**src/rtl/ps2_host_tx_pkg.sv**
```systemverilog
`default_nettype none
// ============================================================================
// ps2_host_tx_pkg : shared state encodings, PS/2 command bytes, timing defaults
// Revision 1.0
// ============================================================================
package ps2_host_tx_pkg;

  localparam logic [2:0] ST_IDLE      = 3'd0;
  localparam logic [2:0] ST_INHIBIT   = 3'd1;
  localparam logic [2:0] ST_RTS       = 3'd2;
  localparam logic [2:0] ST_SHIFT     = 3'd3;
  localparam logic [2:0] ST_ACK       = 3'd4;
  localparam logic [2:0] ST_WAIT_IDLE = 3'd5;
  localparam logic [2:0] ST_FAIL      = 3'd6;

  localparam logic [7:0] CMD_SET_LED = 8'hED;
  localparam logic [7:0] CMD_RESET   = 8'hFF;
  localparam logic [7:0] CMD_ENABLE  = 8'hF4;
  localparam logic [7:0] RSP_ACK     = 8'hFA;

  localparam int DEF_CLK_FREQ_HZ = 50_000_000;
  localparam int DEF_INHIBIT_CYC = 6_000;
  localparam int DEF_RTS_TO_CYC  = 750_000;
  localparam int DEF_PKT_TO_CYC  = 100_000;

  function automatic logic odd_parity(input logic [7:0] d);
    return ~^d;
  endfunction

  function automatic int max3(input int a, input int b, input int c);
    int m;
    m = (a > b) ? a : b;
    return (m > c) ? m : c;
  endfunction

endpackage
`default_nettype wire

```
**src/rtl/ps2_line_sync.sv**
```systemverilog
`default_nettype none
// ============================================================================
// ps2_line_sync : 2-FF synchronizer for PS2_CLK/PS2_DAT with clock falling-edge pulse
// Revision 1.0
// ============================================================================
module ps2_line_sync (
  input  logic clk,
  input  logic rst_n,
  input  logic clk_pin_i,
  input  logic dat_pin_i,
  output logic clk_s_o,
  output logic dat_s_o,
  output logic clk_fall_o
);

  logic [1:0] clk_sync_q;
  logic [1:0] dat_sync_q;
  logic       clk_prev_q;

  // Idle bus level is high, so reset to 1 to avoid a false edge after reset.
  always_ff @(posedge clk or negedge rst_n) begin
    if (!rst_n) begin
      clk_sync_q <= 2'b11;
      dat_sync_q <= 2'b11;
      clk_prev_q <= 1'b1;
    end else begin
      clk_sync_q <= {clk_sync_q[0], clk_pin_i};
      dat_sync_q <= {dat_sync_q[0], dat_pin_i};
      clk_prev_q <= clk_sync_q[1];
    end
  end

  assign clk_s_o    = clk_sync_q[1];
  assign dat_s_o    = dat_sync_q[1];
  assign clk_fall_o = clk_prev_q & ~clk_sync_q[1];

endmodule
`default_nettype wire

```
**src/rtl/ps2_host_tx.sv**
```systemverilog
`default_nettype none
// ============================================================================
// ps2_host_tx : host-to-device PS/2 command transmitter (inhibit, RTS, shift, ACK)
// Revision 1.0
// ============================================================================
module ps2_host_tx
  import ps2_host_tx_pkg::*;
#(
  parameter int CLK_FREQ_HZ = DEF_CLK_FREQ_HZ,
  parameter int INHIBIT_CYC = DEF_INHIBIT_CYC,
  parameter int RTS_TO_CYC  = DEF_RTS_TO_CYC,
  parameter int PKT_TO_CYC  = DEF_PKT_TO_CYC
) (
  input  logic       clk,
  input  logic       rst_n,
  input  logic [7:0] tx_data,
  input  logic       tx_valid,
  output logic       tx_ready,
  input  logic       ps2_clk_in,
  input  logic       ps2_dat_in,
  output logic       ps2_clk_oe,
  output logic       ps2_dat_oe,
  output logic       busy,
  output logic       tx_done,
  output logic       tx_error
);

  // The inhibit hold is never allowed below 100 us at the given clock.
  localparam int INH_MIN = CLK_FREQ_HZ / 10_000;
  localparam int INH_CYC = (INHIBIT_CYC > INH_MIN) ? INHIBIT_CYC : INH_MIN;
  localparam int CNT_W   = $clog2(max3(INH_CYC, RTS_TO_CYC, PKT_TO_CYC) + 1);

  localparam logic [CNT_W-1:0] INH_LOAD = CNT_W'(INH_CYC - 1);
  localparam logic [CNT_W-1:0] RTS_LOAD = CNT_W'(RTS_TO_CYC - 1);
  localparam logic [CNT_W-1:0] PKT_LOAD = CNT_W'(PKT_TO_CYC - 1);

  logic             clk_s, dat_s, clk_fall;
  logic [2:0]       state_q, state_d;
  logic [CNT_W-1:0] cnt_q, cnt_d;
  logic [9:0]       shift_q, shift_d;
  logic [3:0]       edge_q, edge_d;
  logic             clk_oe_q, clk_oe_d;
  logic             dat_oe_q, dat_oe_d;
  logic             done_q, done_d;
  logic             err_q, err_d;

  ps2_line_sync u_sync (
    .clk        (clk),
    .rst_n      (rst_n),
    .clk_pin_i  (ps2_clk_in),
    .dat_pin_i  (ps2_dat_in),
    .clk_s_o    (clk_s),
    .dat_s_o    (dat_s),
    .clk_fall_o (clk_fall)
  );

  always_comb begin
    state_d  = state_q;
    cnt_d    = (cnt_q != '0) ? cnt_q - 1'b1 : cnt_q;
    shift_d  = shift_q;
    edge_d   = edge_q;
    clk_oe_d = clk_oe_q;
    dat_oe_d = dat_oe_q;
    done_d   = 1'b0;
    err_d    = 1'b0;
    case (state_q)
      ST_IDLE: begin
        clk_oe_d = 1'b0;
        dat_oe_d = 1'b0;
        if (tx_valid) begin
          shift_d  = {1'b1, odd_parity(tx_data), tx_data};
          cnt_d    = INH_LOAD;
          edge_d   = 4'd0;
          clk_oe_d = 1'b1;
          state_d  = ST_INHIBIT;
        end
      end
      ST_INHIBIT: begin
        if (cnt_q == '0) begin
          clk_oe_d = 1'b0;
          dat_oe_d = 1'b1;
          cnt_d    = RTS_LOAD;
          state_d  = ST_RTS;
        end
      end
      ST_RTS: begin
        if (clk_fall) begin
          dat_oe_d = ~shift_q[0];
          shift_d  = {1'b0, shift_q[9:1]};
          edge_d   = 4'd1;
          cnt_d    = PKT_LOAD;
          state_d  = ST_SHIFT;
        end else if (cnt_q == '0) begin
          state_d = ST_FAIL;
        end
      end
      ST_SHIFT: begin
        if (clk_fall) begin
          dat_oe_d = ~shift_q[0];
          shift_d  = {1'b0, shift_q[9:1]};
          edge_d   = edge_q + 4'd1;
          // Edge 10 puts the stop bit out; the next edge is the device ACK.
          if (edge_q == 4'd9) state_d = ST_ACK;
        end else if (cnt_q == '0) begin
          state_d = ST_FAIL;
        end
      end
      ST_ACK: begin
        if (clk_fall) state_d = dat_s ? ST_FAIL : ST_WAIT_IDLE;
        else if (cnt_q == '0) state_d = ST_FAIL;
      end
      ST_WAIT_IDLE: begin
        if (clk_s && dat_s) begin
          done_d  = 1'b1;
          state_d = ST_IDLE;
        end else if (cnt_q == '0) begin
          state_d = ST_FAIL;
        end
      end
      ST_FAIL: begin
        err_d   = 1'b1;
        state_d = ST_IDLE;
      end
      default: state_d = ST_IDLE;
    endcase
    if (state_d == ST_FAIL) begin
      clk_oe_d = 1'b0;
      dat_oe_d = 1'b0;
    end
  end

  always_ff @(posedge clk or negedge rst_n) begin
    if (!rst_n) begin
      state_q  <= ST_IDLE;
      cnt_q    <= '0;
      shift_q  <= '0;
      edge_q   <= '0;
      clk_oe_q <= 1'b0;
      dat_oe_q <= 1'b0;
      done_q   <= 1'b0;
      err_q    <= 1'b0;
    end else begin
      state_q  <= state_d;
      cnt_q    <= cnt_d;
      shift_q  <= shift_d;
      edge_q   <= edge_d;
      clk_oe_q <= clk_oe_d;
      dat_oe_q <= dat_oe_d;
      done_q   <= done_d;
      err_q    <= err_d;
    end
  end

  assign tx_ready   = (state_q == ST_IDLE);
  assign busy       = ~tx_ready;
  assign ps2_clk_oe = clk_oe_q;
  assign ps2_dat_oe = dat_oe_q;
  assign tx_done    = done_q;
  assign tx_error   = err_q;

endmodule
`default_nettype wire

```
**config.mk**
```make
export PLATFORM = sky130hd
export DESIGN_NAME = ps2_host_tx
export DESIGN_NICKNAME = d
export VERILOG_FILES = /design/src/rtl/ps2_host_tx_pkg.sv /design/src/rtl/ps2_line_sync.sv /design/src/rtl/ps2_host_tx.sv
export SDC_FILE = /design/constraint.sdc
export NUM_CORES = 1
export LEC_CHECK = 0
export CORE_MARGIN = 5
export CORE_UTILIZATION = 40
export CTS_CLUSTER_DIAMETER = 50
export DETAILED_ROUTE_END_ITERATION = 6
export REMOVE_ABC_BUFFERS = 1
export SYNTH_ARGS = -nofsm -noshare
export SYNTH_HDL_FRONTEND = slang
export SYNTH_SLANG_ARGS = --single-unit
```
**constraint.sdc**
```tcl
create_clock -name clk -period 2.5 [get_ports clk]
set_input_delay 0.5 -clock clk [delete_from_list [all_inputs] [get_ports clk]]
set_output_delay 0.5 -clock clk [all_outputs]
set_load 0.02 [all_outputs]
```
# After elaboration in Yosys (flattened, before gate mapping)
# Cells that the tools add are included.
[word_totals]
wordCells = 78
output_inout_bits = 6
input_bits = 13
reg_bits = 46
[classes]
mux = 33
eq_ne = 14
add_sub_neg = 2
n_reduce_logical = 14
n_bitwise = 4
[op_table]
columns = ["cell", "n"]
rows = [
  ["20-bit 2-to-1 mux", 4],
  ["20-bit case mux with 3 select lines", 1],
  ["3-bit 2-to-1 mux", 8],
  ["20-bit zero test", 1],
  ["10-bit 2-to-1 mux", 2],
  ["10-bit case mux with 2 select lines", 1],
  ["20-bit nonzero test", 1],
  ["20-bit by 1-bit subtractor with 20-bit output (second input constant)", 1],
  ["3-bit case mux with 6 select lines", 1],
  ["3-bit equality test (second input constant)", 4],
  ["4-bit 2-to-1 mux", 3],
  ["4-bit case mux with 3 select lines", 1],
  ["1-bit 2-to-1 mux", 9],
  ["8-bit XNOR reduction", 1],
  ["3-bit by 2-bit equality test with 1-bit output (second input constant)", 2],
  ["2-bit != test (second input constant)", 3],
  ["3-bit AND reduction", 2],
  ["3-bit nonzero test", 2],
  ["4-bit by 1-bit adder with 4-bit output (second input constant)", 1],
  ["4-bit equality test (second input constant)", 1],
  ["4-bit AND reduction", 1],
  ["4-bit nonzero test", 1],
  ["3-bit by 1-bit equality test with 1-bit output (second input constant)", 1],
  ["3-bit zero test", 1],
  ["other kinds (12)", 14],
]

# Longest topological paths before layout
# Gate-level depths: netlist (run 1).
[logic_depth]
depth_word = 7
depth_mapped = 9
depth_no_buf = 9

# Cells and area by module
# Synthesis (run 1) repeated with hierarchy kept, for this count alone.
[unflattened]
hier_cells = 273
area_unflattened_um2 = 2556.2
[modules_own_cells]
columns = ["mod", "area_each_um2", "seq_area_each_um2", "n_inst", "cells_each"]
rows = [
  ["ps2_host_tx", 2411.1, 1026.0, 1, 267],
  ["ps2_line_sync", 145.1, 131.4, 1, 6],
]

# Worst setup path after synthesis (run 1)
# No wires, ideal clock.
[synth_path]
path_type = "reg-to-reg"
start = "register cnt_q[0]"
end = "register cnt_q[4]"
n_path_buf = 1
synth_period_minus_slack_ns = 1.942
setup_ns = 0.118
required_ns = 2.382
setup_slack_ns = 0.558
arrival_ns = 1.824
path_stages_with_launch = 9
cell_sequence = "dfrtp_1 -> inv_1 -> ha_1 -> nor4b_2 -> nand2_1 -> buf_2 -> nor3_1 -> nor2_1 -> a21o_1"
[synth_via]
elab_chain_len = 4
elab_cells_between_ends = 8
classes_between = "1 x add/sub; 5 x mux; 2 x reduce/logical"
[synth_rtl]
columns = ["element", "line", "rtl"]
rows = [
  ["start: declaration", "ps2_host_tx.sv:39", "logic [CNT_W-1:0] cnt_q, cnt_d;"],
  ["start signal: assignment", "ps2_host_tx.sv:144", "cnt_q <= cnt_d;"],
  ["20-bit by 1-bit subtractor with 20-bit output or 20-bit nonzero test (tied branches)", "ps2_host_tx.sv:59", "cnt_d = (cnt_q != '0) ? cnt_q - 1'b1 : cnt_q;"],
  ["20-bit 2-to-1 mux", "ps2_host_tx.sv:59", ""],
  ["20-bit 2-to-1 mux, on equally long branches", "ps2_host_tx.sv:87, ps2_host_tx.sv:70, ps2_host_tx.sv:79", ""],
  ["20-bit case mux with 3 select lines *", "ps2_host_tx.sv:66", "case (state_q)"],
  ["net cnt_d[4]", "ps2_host_tx.sv:39", ""],
]
# Mark *: on every way through the listed nets, which the timed path passes. The rest lies on a longest branch.
# A chain may end at the register's enable or synchronous reset.

# Final worst setup path (run 1)
[layout_path]
start = "register state_q[0]"
end = "output tx_ready"
[layout_via]
elab_chain_len = 1
[layout_rtl]
columns = ["element", "line", "rtl"]
rows = [
  ["start: declaration", "ps2_host_tx.sv:38", "logic [2:0] state_q, state_d;"],
  ["start signal: assignment", "ps2_host_tx.sv:143", "state_q <= state_d;"],
  ["3-bit zero test", "ps2_host_tx.sv:154", "assign tx_ready = (state_q == ST_IDLE);"],
  ["end: declaration", "ps2_host_tx.sv:18", "output logic tx_ready,"],
]
# Every way passes these cells.

==> reports/results.ini, run 1 <==
[setup_path]
worst_path_largest_cell_delay_ns = 0.60
critPathLaunchType = flip-flop
r2r_start = cnt_q[0]
r2r_end = ps2_dat_oe
rrSetupSlack_ns = 0.39
crit_fanout = 4
critPathRequiredTime_ns = 2.00
worstSetupEndpointType = output port
worstPathCellList = or3_1, inv_1, clkdlybuf4s50_1
worstRegToRegCells = 8
slowest_stage = clkdlybuf4s50_1
crit_type = reg2out
arrival_ns = 1.75

[yosys]
yosys.cell_types.count = 54
synth_largest_area_cell = dfrtp_1
ys_ff_latch = 46
synth_ff_type = dfrtp_1
yosys_warnings = 0
post-synth-top-area-fraction_pct = 40.7
synthesis.area_sq_um = 2520
ys_seq_area_share_pct = 46.0
synth_cells = 267
async_reset_ff_share_pct = 100
synthTopCellsByArea = dfrtp_1 41%, xnor2_1 5.9%, dfstp_2 5.2%, nand2_1 4.2%, nor2_1 4.2%
yosysMostFrequentCell = dfrtp_1
synth.avg_cell_area_sq_um = 9.43
yosys-top-cells-count = 41 x dfrtp_1, 28 x nand2_1, 28 x nor2_1, 19 x o21ai_0, 17 x xnor2_1
synth_edf_count = 0

[route]
routed_wl_um = 5190
firstDrtPassIters = 5
wl_per_cell_um = 13.9
remaining_drc_errors = 0
ant_nets = 0
num_vias = 1971
dr_wl_met2_um = 2460
dr_wl_met3_um = 156
drt_iter0_markers = 79
top_layer_used = met4
m1WireLength_um = 2510
viasPerCell = 5.26

[die]
die_w_um = 89.4
die_h_um = 89.4
rows = 29
start_util_pct = 40.4
fp.coreArea_sq_um = 6240
die_area_sq_um = 7980
ioPinCount = 19

[cells_and_area]
area.growth.synth_to_final_pct = 17.1
fin_util_pct = 47.3
nFillCells = 623
finalInstanceArea_sq_um = 2950
final_cell_count_no_fill = 375
layout-drive-gt1-share_pct = 13.4
nets = 314
antenna_cells = 0

[cts]
htreeDepth = 2
cts_buffer_depth = 2
cts_resized = 0
clock_latency_ns = 0.30
cts_tree = done
path_clk_slew_ns = 0.10
clkSinkCount = 46
ctsHoldBuffers = 0
cts_made_buffers = 5
post-cts-setup-buffers = 0
cts_root_buf = clkbuf_8

[pwr]
powerDensity_nw_per_um2 = 475
switching_share_pct = 20.6
peakVddDrop_mv = 0.277
p_int_mw = 1.11
power_mw = 1.40
clockPowerShare_pct = 41.3
power_frac_seq_pct = 53.9
comb_power_share_pct = 4.8
power_leakage_nw = 1.16
p_sw_mw = 0.289

[status]
run_status = finished clean

[min_path]
hold_class = in2async

[place]
io_buffers = 18
dp_hpwl_um = 3760
placed_area_sq_um = 2830
dp.cells = 367
finalWeightedCongestion = 0.893
dp_slack_ns = 0.108

[sta]
max_freq_ghz = 0.444
worst_slack_ns = 0.245
fin_crit_sh_pct = 90.2
worstMarginPinSlew_ns = 0.583
setup_violations = 0
min_period_ns = 2.25
tns_ns = 0
slew_violations = 0
skew_ns = 0.0162
max-slew-margin-rel_pct = 61.1
timing.hold.ws_ns = 0.262
timing_hold_violations_final = 0
rsz0062_at_grt = no

[grt]
grt_max_degree = 47
grt_first_pass_wirelength_um = 9040
grt_overflow = 0
gr-usage-all-layers_pct = 14.4
antenna_found_initial = 0
first_global_vias = 1907

[flow_run]
max_cap_violations = 0

==> flip-flops by register name, summed over array words and instances (netlist names) <==
register,count
u_sync.clk_prev_q,1
ps2_clk_oe,1
ps2_dat_oe,1
edge_q,4
tx_error,1
u_sync.dat_sync_q,2
tx_done,1
shift_q,10
cnt_q,20
state_q,3
u_sync.clk_sync_q,2
==> cell usage in the layout, fill, tap and decap left out, types with 9 or more instances in the layout <==
cell type,n
xnor2_1,17
buf_4,16
nor3_1,14
a31oi_1,12
nand2_1,28
o21ai_0,19
inv_1,9
dfrtp_1,41
nor2_1,28
clkdlybuf4s50_1,17
==> layer usage <==
| layer | GRT usage [%] | vias to the layer above |
|---|---|---|
| met4 | 4.19 | 0 |
| met1 | 18.8 | 932 |
| met2 | 24.0 | 31 |
| li1 | - | 1002 |
| met3 | 3.04 | 6 |
| met5 | 0 | - |
==> area by class of cell <==
| type | instances | area (sq um) | area share [%] |
|---|---|---|---|
| Clock buffer | 7 | 86.3 | 2.93 |
| Clock inverter | 1 | 30.0 | 1.02 |
| Inverter | 10 | 37.5 | 1.27 |
| Multi-Input combinational cell | 200 | 1250 | 42.3 |
| Sequential cell | 46 | 1160 | 39.2 |
| Tap cell | 77 | 96.3 | 3.27 |
| Timing Repair Buffer | 34 | 295 | 10.0 |
==> worst max-delay path, delay by kind of cell, from the launching register on <==
kind	cells	cell delay [ns]
buffers and inverters	2	0.68
DFF	1	0.42
and+or+nand+nor	1	0.37
==> worst max path at each step <==
stage                     startpoint         end  slack [ns]  depth (start not counted)
after floorplan           state_q[0]   edge_q[0]        0.09                          3
after global placement      tx_valid  shift_q[0]        0.14                          6
after detailed placement    tx_valid  shift_q[4]        0.11                          6
after CTS                 state_q[0]    tx_ready        0.22                          3
after global routing      state_q[0]    tx_ready        0.17                          3
final                     state_q[0]    tx_ready        0.25                          3
==> power by group through the flow <==
stage / sequential, mW / clock [mW] / combinational (mW)
after floorplan: 0.768 / 0 / 0.0271
after global placement: 0.769 / 0 / 0.0688
final: 0.755 / 0.578 / 0.0672
after global routing: 0.756 / 0.635 / 0.0768
after detailed placement: 0.769 / 0 / 0.0698
after CTS: 0.755 / 0.603 / 0.0698
==> cell families after synthesis <==
family,share of synthesized area [%]
DFF,46.0
xor gates and xnor gates,7.65
buffers and inverters,4.57
and+or+nand+nor,24.0
AOI/OAI and AO/OA,14.6
adders and majority gates,1.99
muxes,1.24
No activity file was read; power rests on OpenSTA's default activity.
==> run 2, diff against run 1 <==
- MAX_ROUTING_LAYER: default -> met4
==> run 2 against run 1 <==
Hold slack is essentially flat. Register-to-register slack is essentially flat. Non-clock buffer count is the same. Critical endpoint unchanged.
==> reports/results.ini, run 2 (synthesis results as in run 1) <==
[status]
run_status = finished clean

[sta]
slew_violations = 0  ; unchanged
timing_hold_violations_final = 0  ; unchanged
max_freq_ghz = 0.444  ; about the same
rsz0062_at_grt = no
worstMarginPinSlew_ns = 0.583  ; -0.000134 ns
tns_ns = 0  ; unchanged
timing.hold.ws_ns = 0.263  ; +0.0000500 ns
min_period_ns = 2.25  ; -0.000408 ns
max-slew-margin-rel_pct = 61.2  ; about the same
skew_ns = 0.0161  ; -0.000111 ns
fin_crit_sh_pct = 90.2  ; about the same
setup_violations = 0  ; unchanged

[route]
ant_nets = 0  ; unchanged
viasPerCell = 5.24  ; -0.30%
routed_wl_um = 5190  ; -0.17%
wl_per_cell_um = 13.8  ; -0.17%
drt_iter0_markers = 79  ; unchanged
remaining_drc_errors = 0  ; unchanged
num_vias = 1965  ; -0.30%
firstDrtPassIters = 5  ; unchanged

[setup_path]
crit_buf_inv = 2  ; unchanged
critPathRequiredTime_ns = 2.00  ; about the same
r2r_end = ps2_dat_oe
slowest_stage = clkdlybuf4s50_1
r2r_start = cnt_q[0]
crit_fanout = 4  ; unchanged
critPathLaunchType = flip-flop
cp_top_family = buffers and inverters
worstSetupEndpointType = output port
arrival_ns = 1.75  ; about the same
worstRegToRegCells = 8  ; unchanged
worst_path_largest_cell_delay_ns = 0.60  ; about the same
rrSetupSlack_ns = 0.39  ; about the same
worstPathCellList = or3_1, inv_1, clkdlybuf4s50_1
crit_type = reg2out

[grt]
first_global_vias = 1906  ; -0.052%
gr-usage-all-layers_pct = 14.8  ; +0.44 points
grt_first_pass_wirelength_um = 9050  ; about the same
grt_max_degree = 47  ; unchanged
antenna_found_initial = 0  ; unchanged
grt_overflow = 0  ; unchanged

[die]
start_util_pct = 40.4  ; unchanged
ioPinCount = 19  ; unchanged
fp.coreArea_sq_um = 6240  ; unchanged
die_h_um = 89.4  ; unchanged
die_w_um = 89.4  ; unchanged
die_area_sq_um = 7980  ; unchanged
rows = 29  ; unchanged

[cts]
post-cts-setup-buffers = 0  ; unchanged
cts_buffer_depth = 2  ; unchanged
htreeDepth = 2  ; unchanged
cts_resized = 0  ; unchanged
cts_made_buffers = 5  ; unchanged
cts_tree = done
ctsHoldBuffers = 0  ; unchanged
cts_root_buf = clkbuf_8
clock_latency_ns = 0.30  ; about the same
path_clk_slew_ns = 0.10  ; about the same
clkSinkCount = 46  ; unchanged

[cells_and_area]
area.growth.synth_to_final_pct = 17.1  ; unchanged
antenna_cells = 0  ; unchanged
final_common_cell = dfrtp_1
largest_reg_flops = 20  ; unchanged
multi_input_area_sq_um = 1250  ; unchanged
largest_register = cnt_q
top_regs = cnt_q x20, shift_q x10, edge_q x4
mostFrequentLayoutCells = 41 x dfrtp_1, 28 x nand2_1, 28 x nor2_1
layout-drive-gt1-share_pct = 13.4  ; unchanged
seq_area_sq_um = 1160  ; unchanged
nets = 314  ; unchanged
finalInstanceArea_sq_um = 2950  ; unchanged
nFillCells = 623  ; unchanged

[pwr]
p_sw_mw = 0.288  ; -0.22%
power_frac_seq_pct = 53.9  ; about the same
switching_share_pct = 20.6  ; -0.036 points
power_mw = 1.40  ; about the same
peakVddDrop_mv = 0.277  ; about the same
powerDensity_nw_per_um2 = 474  ; about the same
clockPowerShare_pct = 41.3  ; about the same
p_int_mw = 1.11  ; about the same
comb_power_share_pct = 4.8  ; about the same
power_leakage_nw = 1.16  ; unchanged

[place]
dp_hpwl_um = 3760  ; unchanged
finalWeightedCongestion = 0.908  ; +1.7%
placed_area_sq_um = 2830  ; unchanged
io_buffers = 18  ; unchanged

[flow_run]
max_cap_violations = 0  ; unchanged

[min_path]
hold_class = in2async

[run 2: worst register-to-register path, stage by stage, from the launching register on]
cell      delay [ns]
dfrtp_1         0.41
inv_1           0.07
ha_1            0.18
nor4b_2         0.26
nand2_1         0.16
nor2_4          0.15
inv_2           0.10
a222oi_1        0.51
nor3_1          0.14
[run 2: metrics by stage]
step / worst slack, ns / std cells / utilization, %
after floorplan: 0.0945 / 256 / -
after global placement: 0.140 / 367 / 45.4
after detailed placement: 0.108 / 367 / 45.4
after CTS: 0.222 / 375 / 47.3
after global routing: 0.172 / 375 / 47.3
final: 0.246 / 375 / 47.3
[run 2: worst max path at each step]
stage / depth (start not counted) / start / slack, ns / to
finish: 3 / state_q[0] / 0.25 / tx_ready
global route: 3 / state_q[0] / 0.17 / tx_ready
CTS: 3 / state_q[0] / 0.22 / tx_ready
detailed placement: 6 / tx_valid / 0.11 / shift_q[4]
global placement: 6 / tx_valid / 0.14 / shift_q[0]
floorplan: 3 / state_q[0] / 0.09 / edge_q[0]
[run 2: power groups by stage]
| stage | clock network [mW] | registers, mW | logic, mW |
|---|---|---|---|
| floorplan | 0 | 0.768 | 0.0271 |
| global placement | 0 | 0.769 | 0.0688 |
| detailed placement | 0 | 0.769 | 0.0698 |
| CTS | 0.603 | 0.755 | 0.0698 |
| global route | 0.635 | 0.756 | 0.0768 |
| finish | 0.577 | 0.755 | 0.0672 |
[run 2: routing by layer]
metal	global-route usage [%]	wire, um	part of all wire (%)	up-vias
met2	24.0	2450	47	32
li1	-	-	-	1001
met1	18.8	2510	48	926
met5	-	0	0	-
met4	4.19	68	1.3	0
met3	3.04	156	3.0	6
[run 2: layout make-up]
class,count,area share [%]
multi-input combinational,200,42.3
sequential,46,39.2
timing repair buffer,34,10.0
tap,77,3.27
clock buffer,7,2.93
inverter,10,1.27
clock inverter,1,1.02
